<file path="src/rtl/cc_serializer_if.sv">
// Signal bundle between the read-response serializer, its line FIFO and the R channel.
// The master side is the serializer; the slave side is the FIFO/interconnect environment.
interface cc_serializer_if #(
   parameter int DATA_WIDTH = 64,
   parameter int LINE_WIDTH = 512
);
   logic                  fifo_empty_i;
   logic [LINE_WIDTH-1:0] fifo_rdata_i;
   logic [5:0]            fifo_offset_i;
   logic                  fifo_rden_o;
   logic [DATA_WIDTH-1:0] inct_rdata_o;
   logic                  inct_rvalid_o;
   logic                  inct_rlast_o;
   logic                  inct_rready_i;

   modport master (
      input  fifo_empty_i, fifo_rdata_i, fifo_offset_i, inct_rready_i,
      output fifo_rden_o, inct_rdata_o, inct_rvalid_o, inct_rlast_o
   );

   modport slave (
      output fifo_empty_i, fifo_rdata_i, fifo_offset_i, inct_rready_i,
      input  fifo_rden_o, inct_rdata_o, inct_rvalid_o, inct_rlast_o
   );
endinterface

</file>
<file path="src/rtl/cc_serializer.sv">
// Pops one cache line from a fall-through FIFO and returns it as eight R-channel beats,
// critical word first, wrapping within the line, with rlast on the eighth beat.
module cc_serializer #(
   parameter int DATA_WIDTH = 64,
   parameter int LINE_WIDTH = 512
) (
   input  logic            clk,
   input  logic            rst,
   cc_serializer_if.master bus
);
   typedef enum logic {IDLE, SEND} state_e;

   state_e                state_q, state_d;
   logic [2:0]            cnt_q, cnt_d;
   logic [2:0]            start_q, start_d;
   logic [LINE_WIDTH-1:0] line_q, line_d;
   logic                  pop;
   logic [2:0]            word_idx;

   always_ff @(posedge clk) begin
      if (rst) begin
         state_q <= IDLE;
         cnt_q   <= 3'd0;
         start_q <= 3'd0;
         line_q  <= '0;
      end else begin
         state_q <= state_d;
         cnt_q   <= cnt_d;
         start_q <= start_d;
         line_q  <= line_d;
      end
   end

   // A pop is allowed from IDLE or on the last-beat handshake, which keeps lines gap-free.
   always_comb begin
      state_d = state_q;
      cnt_d   = cnt_q;
      start_d = start_q;
      line_d  = line_q;
      pop     = 1'b0;
      case (state_q)
         IDLE: begin
            if (!bus.fifo_empty_i) pop = 1'b1;
         end
         SEND: begin
            if (bus.inct_rready_i) begin
               if (cnt_q == 3'd7) begin
                  cnt_d = 3'd0;
                  if (!bus.fifo_empty_i) pop = 1'b1;
                  else state_d = IDLE;
               end else begin
                  cnt_d = cnt_q + 3'd1;
               end
            end
         end
         default: state_d = IDLE;
      endcase
      if (pop) begin
         line_d  = bus.fifo_rdata_i;
         start_d = bus.fifo_offset_i[5:3];
         cnt_d   = 3'd0;
         state_d = SEND;
      end
   end

   // 3-bit add wraps naturally, giving the critical-word-first order.
   assign word_idx = start_q + cnt_q;

   always_comb begin
      bus.inct_rdata_o = '0;
      if (state_q == SEND) bus.inct_rdata_o = line_q[int'(word_idx)*DATA_WIDTH +: DATA_WIDTH];
   end

   assign bus.inct_rvalid_o = (state_q == SEND);
   assign bus.inct_rlast_o  = (state_q == SEND) && (cnt_q == 3'd7);
   // Reset blocks popping so no line is lost while the serializer is held.
   assign bus.fifo_rden_o   = pop && !rst;
endmodule

</file>
<file path="src/flat_wrapper.sv">
// flat-port wrapper written by rule: the top's interface ports become plain ports
module cc_serializer_flat 
#(
   parameter int DATA_WIDTH = 64,
   parameter int LINE_WIDTH = 512
)
  (clk, rst, bus_fifo_empty_i, bus_fifo_rdata_i, bus_fifo_offset_i, bus_inct_rready_i, bus_fifo_rden_o, bus_inct_rdata_o, bus_inct_rvalid_o, bus_inct_rlast_o);
  cc_serializer_if #(.DATA_WIDTH(DATA_WIDTH), .LINE_WIDTH(LINE_WIDTH)) bus_i ();
  input  logic clk;
  input  logic rst;
  input wire logic [$bits(bus_i.fifo_empty_i)-1:0] bus_fifo_empty_i;
  input wire logic [$bits(bus_i.fifo_rdata_i)-1:0] bus_fifo_rdata_i;
  input wire logic [$bits(bus_i.fifo_offset_i)-1:0] bus_fifo_offset_i;
  input wire logic [$bits(bus_i.inct_rready_i)-1:0] bus_inct_rready_i;
  output wire logic [$bits(bus_i.fifo_rden_o)-1:0] bus_fifo_rden_o;
  output wire logic [$bits(bus_i.inct_rdata_o)-1:0] bus_inct_rdata_o;
  output wire logic [$bits(bus_i.inct_rvalid_o)-1:0] bus_inct_rvalid_o;
  output wire logic [$bits(bus_i.inct_rlast_o)-1:0] bus_inct_rlast_o;
  assign bus_i.fifo_empty_i = bus_fifo_empty_i;
  assign bus_i.fifo_rdata_i = bus_fifo_rdata_i;
  assign bus_i.fifo_offset_i = bus_fifo_offset_i;
  assign bus_i.inct_rready_i = bus_inct_rready_i;
  assign bus_fifo_rden_o = bus_i.fifo_rden_o;
  assign bus_inct_rdata_o = bus_i.inct_rdata_o;
  assign bus_inct_rvalid_o = bus_i.inct_rvalid_o;
  assign bus_inct_rlast_o = bus_i.inct_rlast_o;
  cc_serializer #(.DATA_WIDTH(DATA_WIDTH), .LINE_WIDTH(LINE_WIDTH)) u_core (.clk(clk), .rst(rst), .bus(bus_i));
endmodule
</file>
<file path="config.mk">
export PLATFORM = sky130hd
export DESIGN_NAME = cc_serializer_flat
export DESIGN_NICKNAME = d
export VERILOG_FILES = /design/src/rtl/cc_serializer_if.sv /design/src/rtl/cc_serializer.sv /design/src/flat_wrapper.sv
export SDC_FILE = /design/constraint.sdc
export NUM_CORES = 1
export LEC_CHECK = 0
export ABC_AREA = 1
export ABC_CLOCK_PERIOD_IN_PS = 2880
export BUFFER_PORTS_ARGS = -buffer_cell sky130_fd_sc_hd__buf_4
export CAP_MARGIN = 40
export CORE_ASPECT_RATIO = 0.7
export CORE_MARGIN = 5
export CORE_UTILIZATION = 35
export CTS_CLUSTER_SIZE = 20
export DETAILED_ROUTE_END_ITERATION = 16
export SYNTH_ARGS = -nofsm -noshare
export SYNTH_HDL_FRONTEND = slang
export SYNTH_SLANG_ARGS = --single-unit
</file>
<file path="constraint.sdc">
create_clock -name clk -period 2.88 [get_ports clk]
set_clock_uncertainty 0.1 [all_clocks]
set_input_delay 0.288 -clock clk [delete_from_list [all_inputs] [get_ports clk]]
set_output_delay 0.288 -clock clk [all_outputs]
set_load 0.005 [all_outputs]
</file>
**Word-level counts from Yosys, hierarchy flattened**

Index checks and enable logic that the tools add are counted.

- Equal/unequal tests: 1
- Muxes and demuxes: 10
- $add $sub $neg: 2
- Bitwise operators: 1
- Shift operators: 1
- Reduce and logical (&&, ||, !) cells: 5

Operators with widths:

| operator | number |
|---|---|
| indexed part select 512 x 10 -> 64 bit | 1 |
| 2-to-1 mux 64 bit | 1 |
| 2-to-1 mux 1 bit | 7 |
| adder 3 x 1 -> 3 bit, second input constant | 1 |
| adder 3 bit | 1 |
| == test 3 bit, second input constant | 1 |
| 2-to-1 mux 3 bit | 1 |
| logical AND 1 bit | 2 |
| one-hot mux 1 bit (2 select lines) | 1 |
| AND reduction 2 bit | 1 |
| OR reduction 2 bit | 1 |
| logical NOT 1 bit | 1 |
| NOT 1 bit | 1 |

- Input bits: 522
- Logic and storage cells: 24
- Output and inout bits: 67
- Register bits after elaboration: 519

**Longest topological paths before layout**

Gate-level depths: netlist (run 1).

- Word-level depth: 5
- Depth in mapped cells: 11
- Mapped depth without buffers: 9

**Least setup slack after synthesis (run 1)**

No wires, ideal clock.

- Kind: reg2out
- From: reg u_core.cnt_q[0]
- To: out bus_inct_rdata_o[54]
- Stages on the path, launching flop included: 12
- Required time: 2.492 ns
- Path slack: 0.552 ns
- Data arrival time: 1.940 ns
- Path buffers: 2
- Cells stage by stage: dfxtp_1 ha_1 inv_1 fa_1 inv_1 clkbuf_1 buf_1 nand3_1 nand2_1 nand2_1 nand2_1 nor2_1

- Word-level cells in the longest chain between the ends: 3

Ends and longest elaborated chain:

| element | line | text |
|---|---|---|
| start: declaration | cc_serializer.sv:14 | `logic [2:0] cnt_q, cnt_d;` |
| start signal: assignment | cc_serializer.sv:28 | `cnt_q <= cnt_d;` |
| adder 3 bit | cc_serializer.sv:67 | `assign word_idx = start_q + cnt_q;` |
| indexed part select 512 x 10 -> 64 bit | cc_serializer.sv:71 | `if (state_q == SEND) bus.inct_rdata_o = line_q[int'(word_idx)*DATA_WIDTH +: DATA_WIDTH];` |
| 2-to-1 mux 64 bit | cc_serializer.sv:71 |  |
| end: declaration | flat_wrapper.sv:16 | `output wire logic [$bits(bus_i.inct_rdata_o)-1:0] bus_inct_rdata_o;` |

No other way between the ends.

**Final worst setup path (run 1)**

- From: reg u_core.cnt_q[0]
- To: out bus_inct_rdata_o[4]

Same word-level chain as after synthesis.

==> impl_metrics.csv, run 1 <==
group,metric,value,unit
floorplan,start_util,35.4,%
synth,synth_xor_area_share,0,%
flow_run,cap_violations,0,
synth,synth_edf_count,0,
routing,routed_wl,97.3,mm
clock_tree,clk_latency,0.59,ns
pwr,peakVddDrop,0.439,mV
routing,wire_per_inst,17.2,µm
grt,grtUsageTotal,25.7,%
pwr,power_density,520,mW/mm²
clock_tree,cts_tree,"done",
worst_setup_path,path_class,"register to primary output",
cells_and_area,syn2layout_area_growth,61.3,%
clock_tree,h-tree-depth,2,
sta,period_share,119,%
synth,ys_types,19,
routing,dr_total_vias,26100,
floorplan,rows,78,
synth,seq_area_frac_synth,45.3,%
floorplan,io_pins,589,
placement,place_area,0.0285,mm²
synth,async_flop_share,0,%
sta,hold_violations,0,
sta,fin_crit,3.42,ns
sta,fmax,0.293,GHz
placement,place_ws,-0.0759,ns
routing,dr_wl_met3,7.66,mm
routing,drcViolationCount,0,
sta,whs,0.311,ns
cells_and_area,utilization,57.1,%
routing,postRouteAntennaNets,0,
cells_and_area,final_common_cell,"nand2_1",
routing,met2WireLength,41.7,mm
placement,dpl.hpwl,62.7,mm
synth,syn_nets,4195,
cells_and_area,drive_gt1_share,23.1,%
worst_setup_path,cp.arrival,3.03,ns
grt,grt_pass1_vias,25000,
floorplan,die_x,316,µm
clock_tree,cts_buffer_depth,3,
sta,rsz0062_at_grt,"yes",
outcome,violations,"negative setup slack",
worst_setup_path,cp-end-kind,"primary output",
grt,grt.overflow.total,0,
synth,synth_ff_type,"dfxtp_1",
cells_and_area,design_area,0.0370,mm²
synth,synth-adder-area-share,0.251,%
pwr,power_leakage,18.3,nW
clock_tree,cts_buffers,53,
synth,yosys.area_share.simple,48.0,%
cells_and_area,nets,5249,
synth,synth_top_area_share,45.3,%
synth,synth_mux_area_share,0,%
routing,vias_per_cell,4.62,
synth,synth_top_family_by_area,"simple AND/OR/NAND/NOR gates",
worst_setup_path,required,2.49,ns
sta,finalSetupViolations,64,
synth,avgSynthCellArea,6.25,µm²
clock_tree,clk_pin_slew,0.06,ns
sta,slew_viol_final,0,
synth,synth.area.top_cells,"dfxtp_1 45%, nand2_1 37%, nor2_1 6.3%",
clock_tree,clkSinkCount,519,
routing,topRoutingLayerUsed,"met5",
placement,place.gp.congestion,0.913,
synth,synth_cells,3669,
placement,portBuffers,585,
worst_hold_path,min_path_type,"input port to register",
synth,ys_seq_elements,519,
sta,slew-limit-headroom,65.6,%
routing,firstDrtPassIters,6,
grt,antenna_found_initial,8,
routing,first_iter_violations,2517,
cells_and_area,most-common-layout-cells,"2,154 x nand2_1, 629 x buf_4, 520 x dlygate4sd3_1",
sta,worst_pin_slew,0.516,ns
outcome,status,"finished with violations",
routing,wl_met1,45.6,mm
floorplan,die_area,0.0708,mm²
sta,setup_ws,-0.536,ns
grt,grt_max_degree,85,
floorplan,fp.coreArea,0.0648,mm²
clock_tree,clock-root-buffer,"clkbuf_16",
grt,grt_pass1_wl,144,mm
floorplan,fp.dieH,224,µm
synth,synth-compound-area-share,0.136,%
worst_setup_path,crit_fanout,8,
synth,yosys_warnings,0,
pwr,power,19.2,mW
synth,synth_top_area_cell,"dfxtp_1",
synth,synthesis.area,0.0229,mm²
worst_setup_path,start_kind,"register",
## routing by layer
layer  vias to the layer above  GRT usage (%)
li1                      13100              -
met1                     12000           38.1
met2                       922           39.3
met3                       161           3.96
met4                         2           6.37
met5                         -              0
## logic make-up after synthesis
group           Yosys count
simple gates           2844
flops                   519
buf+inv                 297
compound gates            5
fa+ha+maj                 4
## worst max-delay path, cell delays in order (launching register included)
cell,delay [ns]
dfxtp_2,0.35
ha_4,0.13
inv_2,0.03
fa_4,0.78
buf_12,0.17
buf_12,0.13
inv_12,0.06
buf_12,0.15
nor2_2,0.10
nand2_1,0.07
nand2_2,0.09
nor2_2,0.05
nor2_2,0.16
buf_4,0.14
## state kept, by name, summed over array words and instances, names as in the netlist
register and cells:
u_core.bus.inct_rvalid_o 1, u_core.cnt_q 3, u_core.start_q 3, u_core.line_q 512
## through the flow
stage	setup TNS, ns	instances
after detailed placement	-0.425	5008
after CTS	-32.44	5637
after global routing	-36.76	5651
after floorplan	0	3669
after global placement	-0.306	5007
final	-29.11	5651
## repair_timing
action | in CTS | in global routing
buffers inserted | 7 | 2
cloned | 5 | 9
hold endpoints to repair | 519 | 0
gates resized for setup | 148 | 189
pin swaps | 31 | 98
endpoints found under the setup margin | 64 | 64
hold buffers | 520 | 0
## layout make-up
class / instances / area, µm²
fill: 6053 / 27800
multi-input combinational: 2853 / 12000
timing repair buffer: 1218 / 11300
sequential: 519 / 10400
clock buffer: 78 / 1540
tap: 880 / 1100
inverter: 76 / 324
clock inverter: 19 / 228
timing repair inverter: 2 / 36.3
antenna: 6 / 15.0
## final timing paths
kind                                     end                       startpoint  slack, ns  cells after the start
min            u_core.line_q[7]$_SDFFE_PP0P_              bus_fifo_rdata_i[7]       0.31                      4
min reg2reg  u_core.line_q[350]$_SDFFE_PP0P_  u_core.line_q[350]$_SDFFE_PP0P_       0.34                      2
max                      bus_inct_rdata_o[4]     u_core.cnt_q[0]$_SDFFE_PP0P_      -0.54                     13
max reg2reg  u_core.line_q[240]$_SDFFE_PP0P_     u_core.cnt_q[0]$_SDFFE_PP0P_       0.48                     10
## synthesized netlist by cell type, types with 2 or more instances
master / number
clkbuf_1: 70
inv_1: 75
or2_2: 64
ha_1: 3
buf_4: 51
buf_2: 86
buf_1: 10
dfxtp_1: 519
a21oi_1: 3
nor2_1: 387
buf_6: 4
nor2_2: 2
nand3_1: 131
nand2_1: 2259
## power by group
part           leakage, nW  internal [mW]  switching, mW  total [mW]
combinational         13.2           1.98           2.23        4.21
sequential            4.26           7.62          0.222        7.84
clock                0.879           4.15           3.04        7.19
total                 18.3           13.8           5.49        19.2
Note: power is estimated with default switching activity, not from simulation.
==> run 2, diff against run 1 <==
Settings changed: ABC_AREA 1 to not set, BUFFER_PORTS_ARGS -buffer_cell sky130_fd_sc_hd__buf_4 to not set, DONT_BUFFER_PORTS set to 1.
==> run 2 against run 1 <==
Against the previous run:
- the flow now stops in 4_1_cts
- synthesized cell count decreased by 58%
- synthesized area decreased by 13%
==> impl_metrics.csv, run 2 <==
group,metric,value,unit
floorplan,rows,73,
synth,ys_types,24,
floorplan,start_util,35.3,%
placement,place_area,0.0210,mm²
synth,synth_top_area_cell,"dfxtp_1",
outcome,stop_stage,"4_1_cts",
outcome,first-error,"[ERROR RSZ-0060] Max buffer count reached.",
placement,dpl.hpwl,44.8,mm
clock_tree,cts_buffer_depth,3,
clock_tree,clock-root-buffer,"clkbuf_16",
synth,seq_area_frac_synth,51.9,%
synth,yosys_warnings,0,
synth,ys_seq_elements,519,
placement,portBuffers,0,
clock_tree,ctsResizeCount,123,
synth,avgSynthCellArea,13.0,µm²
clock_tree,ctsHoldBuffers,470,
outcome,status,"stopped before the end",
synth,synth_most_common_cell,"dfxtp_1",
synth,synth_common_cells,"519 x dfxtp_1, 515 x a22o_1, 131 x nand2_1",
synth,synth_top_area_share,51.9,%
synth,synth_cells,1543,
synth,syn_nets,2069,
placement,dp_cells,2224,
synth,synth_ff_type,"dfxtp_1",
floorplan,io_pins,589,
synth,synth_edf_count,0,
clock_tree,clkSinkCount,519,
placement,place.gp.congestion,0.854,
clock_tree,h-tree-depth,2,
synth,synthesis.area,0.0200,mm²
synth,async_flop_share,0,%
floorplan,die_x,296,µm
floorplan,fp.dieH,210,µm
clock_tree,cts_buffers,51,
synth,synth.area.top_cells,"dfxtp_1 52%, a22o_1 23%, mux4_2 14%",
clock_tree,cts_setup_buffers,21,
## run 2: cell count changes after synthesis, moves of 57 or more
cell and delta:
a22o_1 +515, a21boi_0 +64, mux4_2 +128, nand2_1 -2128, nor2_1 -385, inv_1 -71, clkbuf_1 -57, nand3_1 -129
or2_2 -64
## run 2: through the flow
step / util (%) / TNS, ns / worst slack (ns)
floorplan: - / 0 / 0.392
global placement: 37.0 / -0.0458 / -0.0131
detailed placement: 37.0 / -0.195 / -0.0499
## run 2: logic make-up after synthesis
| logic type | share of synthesized area, % |
|---|---|
| compound gates | 25.1 |
| xor+xnor | 0.231 |
| fa+ha+maj | 0.287 |
| buf+inv | 5.43 |
| flops | 51.9 |
| mux | 14.4 |
| simple gates | 2.64 |
==> run 3, diff against run 2 <==
Settings changed: CORE_ASPECT_RATIO 0.7 to not set, CORE_UTILIZATION 35 to 20, CTS_CLUSTER_SIZE 20 to not set, PLACE_DENSITY_LB_ADDON set to 0.15.
==> run 3 against run 2 <==
Against the previous run:
- the flow now finishes, with violations (negative setup slack)
- synthesized cell count stayed put
- synthesized area did not move
==> impl_metrics.csv, run 3 <==
group,metric,value,unit
floorplan,die_area,0.107,mm²
grt,grt_pass1_vias,17200,
synth,synth_top_area_share,51.9,%
sta,period_share,118,%
cells_and_area,drive_gt1_share,20.8,%
floorplan,die_x,327,µm
flow_run,cap_violations,0,
routing,wire_per_inst,22.1,µm
worst_setup_path,slowest_stage,"fa_4",
synth,synthesis.area,0.0200,mm²
floorplan,fp.coreArea,0.0997,mm²
outcome,violations,"negative setup slack",
floorplan,rows,116,
worst_setup_path,crit_fanout,8,
routing,postRouteAntennaNets,0,
cells_and_area,design_area,0.0299,mm²
worst_hold_path,min_path_type,"input port to register",
clock_tree,clk_latency,0.61,ns
synth,avgSynthCellArea,13.0,µm²
worst_setup_path,required,2.49,ns
synth,syn_nets,2069,
grt,antenna_found_initial,13,
clock_tree,cts_buffer_depth,3,
synth,synth_common_cells,"519 x dfxtp_1, 515 x a22o_1, 131 x nand2_1",
pwr,power_density,633,mW/mm²
floorplan,fp.dieH,327,µm
clock_tree,clock-root-buffer,"clkbuf_16",
synth,async_flop_share,0,%
cells_and_area,syn2layout_area_growth,49.3,%
pwr,power_leakage,11.4,nW
sta,finalSetupViolations,64,
synth,seq_area_frac_synth,51.9,%
pwr,power,18.9,mW
sta,setup_ws,-0.510,ns
routing,first_iter_violations,857,
grt,grt_max_degree,70,
grt,grt_pass1_wl,112,mm
sta,worst_pin_slew,0.511,ns
worst_setup_path,reg2reg_slack,0.37,ns
synth,synth.area.top_cells,"dfxtp_1 52%, a22o_1 23%, mux4_2 14%",
placement,place_area,0.0219,mm²
clock_tree,clkSinkCount,519,
synth,synth_ff_type,"dfxtp_1",
pwr,peakVddDrop,0.417,mV
worst_setup_path,cp.arrival,3.00,ns
routing,firstDrtPassIters,5,
clock_tree,h-tree-depth,3,
synth,ys_seq_elements,519,
cells_and_area,largest-register,"u_core.line_q",
grt,grt.overflow.total,0,
grt,grtUsageTotal,13.7,%
clock_tree,cts_buffers,67,
placement,dpl.hpwl,53.2,mm
worst_setup_path,critPathBufInv,4,
routing,dr_total_vias,15500,
synth,synth_most_common_cell,"dfxtp_1",
sta,rsz0062_at_grt,"yes",
cells_and_area,final.fill_count,10000,
synth,yosys_warnings,0,
clock_tree,clk_pin_slew,0.06,ns
cells_and_area,final_common_cell,"dlygate4sd3_1",
cells_and_area,most-common-layout-cells,"520 x dlygate4sd3_1, 516 x dfxtp_1, 515 x a22o_1",
placement,portBuffers,0,
cells_and_area,nets,2626,
worst_setup_path,critical-path-max-stage-delay,0.81,ns
clock_tree,cts_tree,"done",
synth,synth_edf_count,0,
sta,fmax,0.295,GHz
worst_setup_path,path_delay_family,"adder cells",
synth,synth_top_area_cell,"dfxtp_1",
cells_and_area,largestRegisters,"u_core.line_q (512), u_core.cnt_q (3), u_core.start_q (3)",
outcome,status,"finished with violations",
cells_and_area,largest_reg_flops,512,
worst_setup_path,cp_cell_sequence,"ha_4, inv_2, fa_4, buf_12, buf_6, mux4_2, nand2_1, a21boi_1, buf_4",
synth,ys_types,24,
routing,drcViolationCount,0,
worst_setup_path,cp-end-kind,"primary output",
sta,fin_crit,3.39,ns
floorplan,start_util,20.1,%
sta,hold_violations,0,
sta,slew_viol_final,0,
placement,place.gp.congestion,0.778,
floorplan,io_pins,589,
routing,routed_wl,76.3,mm
sta,slew-limit-headroom,65.9,%
routing,vias_per_cell,4.49,
worst_setup_path,start_kind,"register",
synth,synth_cells,1543,
worst_setup_path,path_class,"register to primary output",
==> run 3: kinds of logic (layout without fill, tap and decap cells) <==
logic type / Yosys count / count (layout) / synth area share (%)
mux: 129 / 129 / 14.4
fa+ha+maj: 4 / 4 / 0.287
xor+xnor: 2 / 2 / 0.231
buf+inv: 167 / 770 / 5.43
other cells: 0 / 11 / 0
simple gates: 137 / 137 / 2.64
flops: 519 / 519 / 51.9
compound gates: 585 / 585 / 25.1
==> run 3: cell type report <==
type | instances | area [µm²] | share of cell area, %
Multi-Input combinational cell | 857 | 8850 | 29.6
Sequential cell | 519 | 10400 | 34.8
Tap cell | 1298 | 1620 | 5.43
Antenna cell | 11 | 27.5 | 0.0920
Clock buffer | 105 | 2100 | 7.01
Clock inverter | 10 | 153 | 0.510
Inverter | 4 | 15.0 | 0.0502
Timing Repair Buffer | 651 | 6750 | 22.6
==> run 3: metal layers <==
| metal | GRT usage, % | vias to the layer above | share of wire (%) |
|---|---|---|---|
| met5 | 0 | - | 0.034 |
| met4 | 4.41 | 4 | 2.4 |
| met3 | 3.41 | 115 | 5.3 |
| met2 | 23.6 | 440 | 50 |
| met1 | 16.7 | 7740 | 43 |
| li1 | - | 7210 | - |
==> run 3: worst paths after layout <==
kind / from / end / depth (start not counted)
min: bus_fifo_empty_i / u_core.line_q[396]$_SDFFE_PP0P_ / 3
min reg2reg: u_core.line_q[483]$_SDFFE_PP0P_ / u_core.line_q[483]$_SDFFE_PP0P_ / 1
max: u_core.cnt_q[0]$_SDFFE_PP0P_ / bus_inct_rdata_o[55] / 9
max reg2reg: u_core.cnt_q[0]$_SDFFE_PP0P_ / u_core.line_q[511]$_SDFFE_PP0P_ / 9
==> run 3: metrics by stage <==
step | TNS, ns | utilization, % | worst slack, ns | hold slack (ns) | std cells
CTS | -37.48 | 29.8 | -0.680 | 0.0256 | 3440
floorplan | 0 | - | 0.392 | 0.257 | 1543
detailed placement | -0.302 | 21.9 | -0.0752 | 0.254 | 2791
global route | -35.34 | 30.0 | -0.642 | 0.00145 | 3454
global placement | -0.349 | 21.9 | -0.108 | 0.255 | 2791
finish | -27.15 | 30.0 | -0.510 | 0.0527 | 3455
==> run 3: tightest hold or removal path, stage by stage <==
cell     delay [ns]
nor3b_4        0.03
buf_12         0.14
a22o_1         0.23
==> run 3: power by group <==
group | switching (mW) | total [mW] | internal (mW)
combinational | 1.06 | 2.51 | 1.45
clock | 3.23 | 8.55 | 5.33
sequential | 0.252 | 7.88 | 7.63
==> run 3: what timing repair did <==
item                                   CTS  global route
cloned                                   4             0
hold buffers                           520             0
endpoints found under the hold margin  519             0
pin swaps                               13            12
resized for setup                      128            37
setup buffers                           10             6
setup endpoints to repair               65            65
==> run 4, diff against run 3 <==
==> constraint.sdc (replaced) <==
create_clock -name clk -period 2.88 [get_ports clk]
set_clock_uncertainty 0.1 [all_clocks]
set_input_delay 0.432 -clock clk [delete_from_list [all_inputs] [get_ports clk]]
set_output_delay 0.432 -clock clk [all_outputs]
set_load 0.005 [all_outputs]
==> run 4 against run 3 <==
Against the previous run:
- register-to-register slack got worse by 0.20 ns
- first-iteration DRC count stayed put
- global-route usage about the same
- core utilization up 0.34 points
- the run still ends with negative setup slack left
- power grew 1.8%
- sequential cell count did not move
- cell count up 0.67%
- worst hold slack improved by 0.043 ns
- die area unchanged
- largest power group unchanged
- non-clock buffer count rose by 18
- sequential share of layout area fell by 0.39 points
==> impl_metrics.csv, run 4 (synthesized netlist as in run 3, its figures left out) <==
group,metric,value,unit
worst_setup_path,cp.arrival,3.03,ns
worst_setup_path,required,2.35,ns
cells_and_area,largest-register,"u_core.line_q",
placement,dpl.hpwl,53.0,mm
routing,firstDrtPassIters,5,
sta,fmax,0.281,GHz
cells_and_area,largestRegisters,"u_core.line_q (512), u_core.cnt_q (3), u_core.start_q (3)",
floorplan,fp.dieH,327,µm
cells_and_area,utilization,30.3,%
routing,wire_per_inst,22.0,µm
pwr,power,19.3,mW
outcome,violations,"negative setup slack",
placement,dp_cells,2794,
worst_setup_path,cp-end-kind,"primary output",
cells_and_area,final_common_cell,"dlygate4sd3_1",
placement,place_area,0.0220,mm²
placement,place.gp.congestion,0.763,
floorplan,start_util,20.1,%
pwr,power_leakage,11.5,nW
sta,rsz0062_at_grt,"yes",
floorplan,fp.coreArea,0.0997,mm²
worst_setup_path,path_class,"register to primary output",
clock_tree,clock-root-buffer,"clkbuf_16",
outcome,status,"finished with violations",
grt,antenna_found_initial,14,
sta,setup_ws,-0.683,ns
clock_tree,h-tree-depth,3,
floorplan,die_area,0.107,mm²
sta,fin_setup_tns,-37.63,ns
cells_and_area,final.fill_count,10000,
clock_tree,clk_latency,0.61,ns
cells_and_area,syn2layout_area_growth,51.0,%
sta,whs,0.0954,ns
clock_tree,clkSinkCount,519,
cells_and_area,largest_reg_flops,512,
cells_and_area,nets,2645,
placement,portBuffers,0,
grt,grt.overflow.total,0,
worst_setup_path,crit_path_frequent_cell,"buf_4",
clock_tree,cts_buffer_depth,3,
routing,dr_total_vias,15600,
floorplan,die_x,327,µm
routing,drcViolationCount,0,
clock_tree,cts_buffers,68,
grt,grt_max_degree,94,
cells_and_area,stdcell_count,3478,
sta,fin_crit,3.56,ns
sta,worst_pin_slew,0.564,ns
routing,routed_wl,76.4,mm
sta,slew-limit-headroom,62.4,%
pwr,power_density,637,mW/mm²
cells_and_area,design_area,0.0303,mm²
worst_hold_path,min_path_type,"input port to register",
worst_setup_path,start_kind,"register",
sta,hold_violations,0,
cells_and_area,drive_gt1_share,21.4,%
routing,postRouteAntennaNets,0,
flow_run,cap_violations,0,
floorplan,rows,116,
grt,grt_pass1_vias,17200,
grt,grt_pass1_wl,112,mm
worst_setup_path,slowest_stage,"fa_4",
pwr,peakVddDrop,0.405,mV
routing,vias_per_cell,4.48,
placement,place_ws,-0.204,ns
floorplan,io_pins,589,
grt,grtUsageTotal,13.6,%
worst_setup_path,crit_fanout,5,
sta,finalSetupViolations,64,
clock_tree,cts_tree,"done",
sta,period_share,124,%
clock_tree,clk_pin_slew,0.06,ns
routing,first_iter_violations,857,
cells_and_area,most-common-layout-cells,"518 x dlygate4sd3_1, 516 x dfxtp_1, 515 x a22o_1",
worst_setup_path,cp_cell_sequence,"ha_4, inv_2, fa_4, buf_4, buf_12, mux4_2, nand2_1, a21boi_1, buf_4",
worst_setup_path,critical-path-max-stage-delay,0.80,ns
sta,slew_viol_final,0,
run 4: changes by cell type in the layout (fill, tap and decap cells not counted), sizes merged:
cell	change
bufinv	+2
diode	+2
bufbuf	-1
clkinvlp	+1
clkbuf	-1
clkinv	+3
dlygate4sd3	-2
inv	+1
buf	+18
run 4: area by class of cell:
| type | instances | area [µm²] | share of cell area (%) |
|---|---|---|---|
| sequential | 519 | 10400 | 34.4 |
| multi-input combinational | 857 | 8820 | 29.2 |
| timing repair buffer | 669 | 7030 | 23.2 |
| clock buffer | 101 | 2090 | 6.91 |
| tap | 1298 | 1620 | 5.37 |
| clock inverter | 17 | 241 | 0.798 |
| antenna | 13 | 32.5 | 0.108 |
| inverter | 4 | 15.0 | 0.0496 |
run 4: power by group:
group	leakage (nW)	internal, mW	switching [mW]
clock	1.15	5.54	3.29
combinational	6.12	1.50	1.07
sequential	4.26	7.63	0.247
total	11.5	14.7	4.61
run 4: worst max-delay path: cells and delay by family, from the launching register on:
kind / cells / cell delay [ns]
AO/OA/AOI/OAI: 1 / 0.06
adder cells (fa/ha/maj): 2 / 0.93
buffers and inverters: 4 / 0.45
flip-flops: 1 / 0.35
multiplexers: 1 / 0.53
AND/OR/NAND/NOR: 1 / 0.09
run 4: what timing repair did:
action | 4_1_cts | 5_1_grt
pin swaps | 15 | 23
hold buffers | 518 | 0
gates cloned | 2 | 3
endpoints found under the setup margin | 65 | 65
buffers inserted | 19 | 13
endpoints found under the hold margin | 519 | 0
resized for setup | 109 | 49
run 4: worst paths after layout:
kind | cells after the start | from | slack, ns | end
worst min-delay path | 3 | bus_fifo_empty_i | 0.1 | u_core.cnt_q[1]$_SDFFE_PP0P_
worst max register to register | 12 | u_core.cnt_q[0]$_SDFFE_PP0P_ | 0.17 | u_core.line_q[33]$_SDFFE_PP0P_
worst min register to register | 1 | u_core.line_q[201]$_SDFFE_PP0P_ | 0.36 | u_core.line_q[201]$_SDFFE_PP0P_
worst max-delay path | 9 | u_core.cnt_q[0]$_SDFFE_PP0P_ | -0.68 | bus_inct_rdata_o[42]
run 4: routing by layer:
layer,global-route usage (%),vias up,routed length (µm)
met2,23.6,454,38000
met1,16.8,7761,32500
met4,4.52,2,2110
met5,0,-,13
met3,3.14,121,3790
li1,-,7252,-
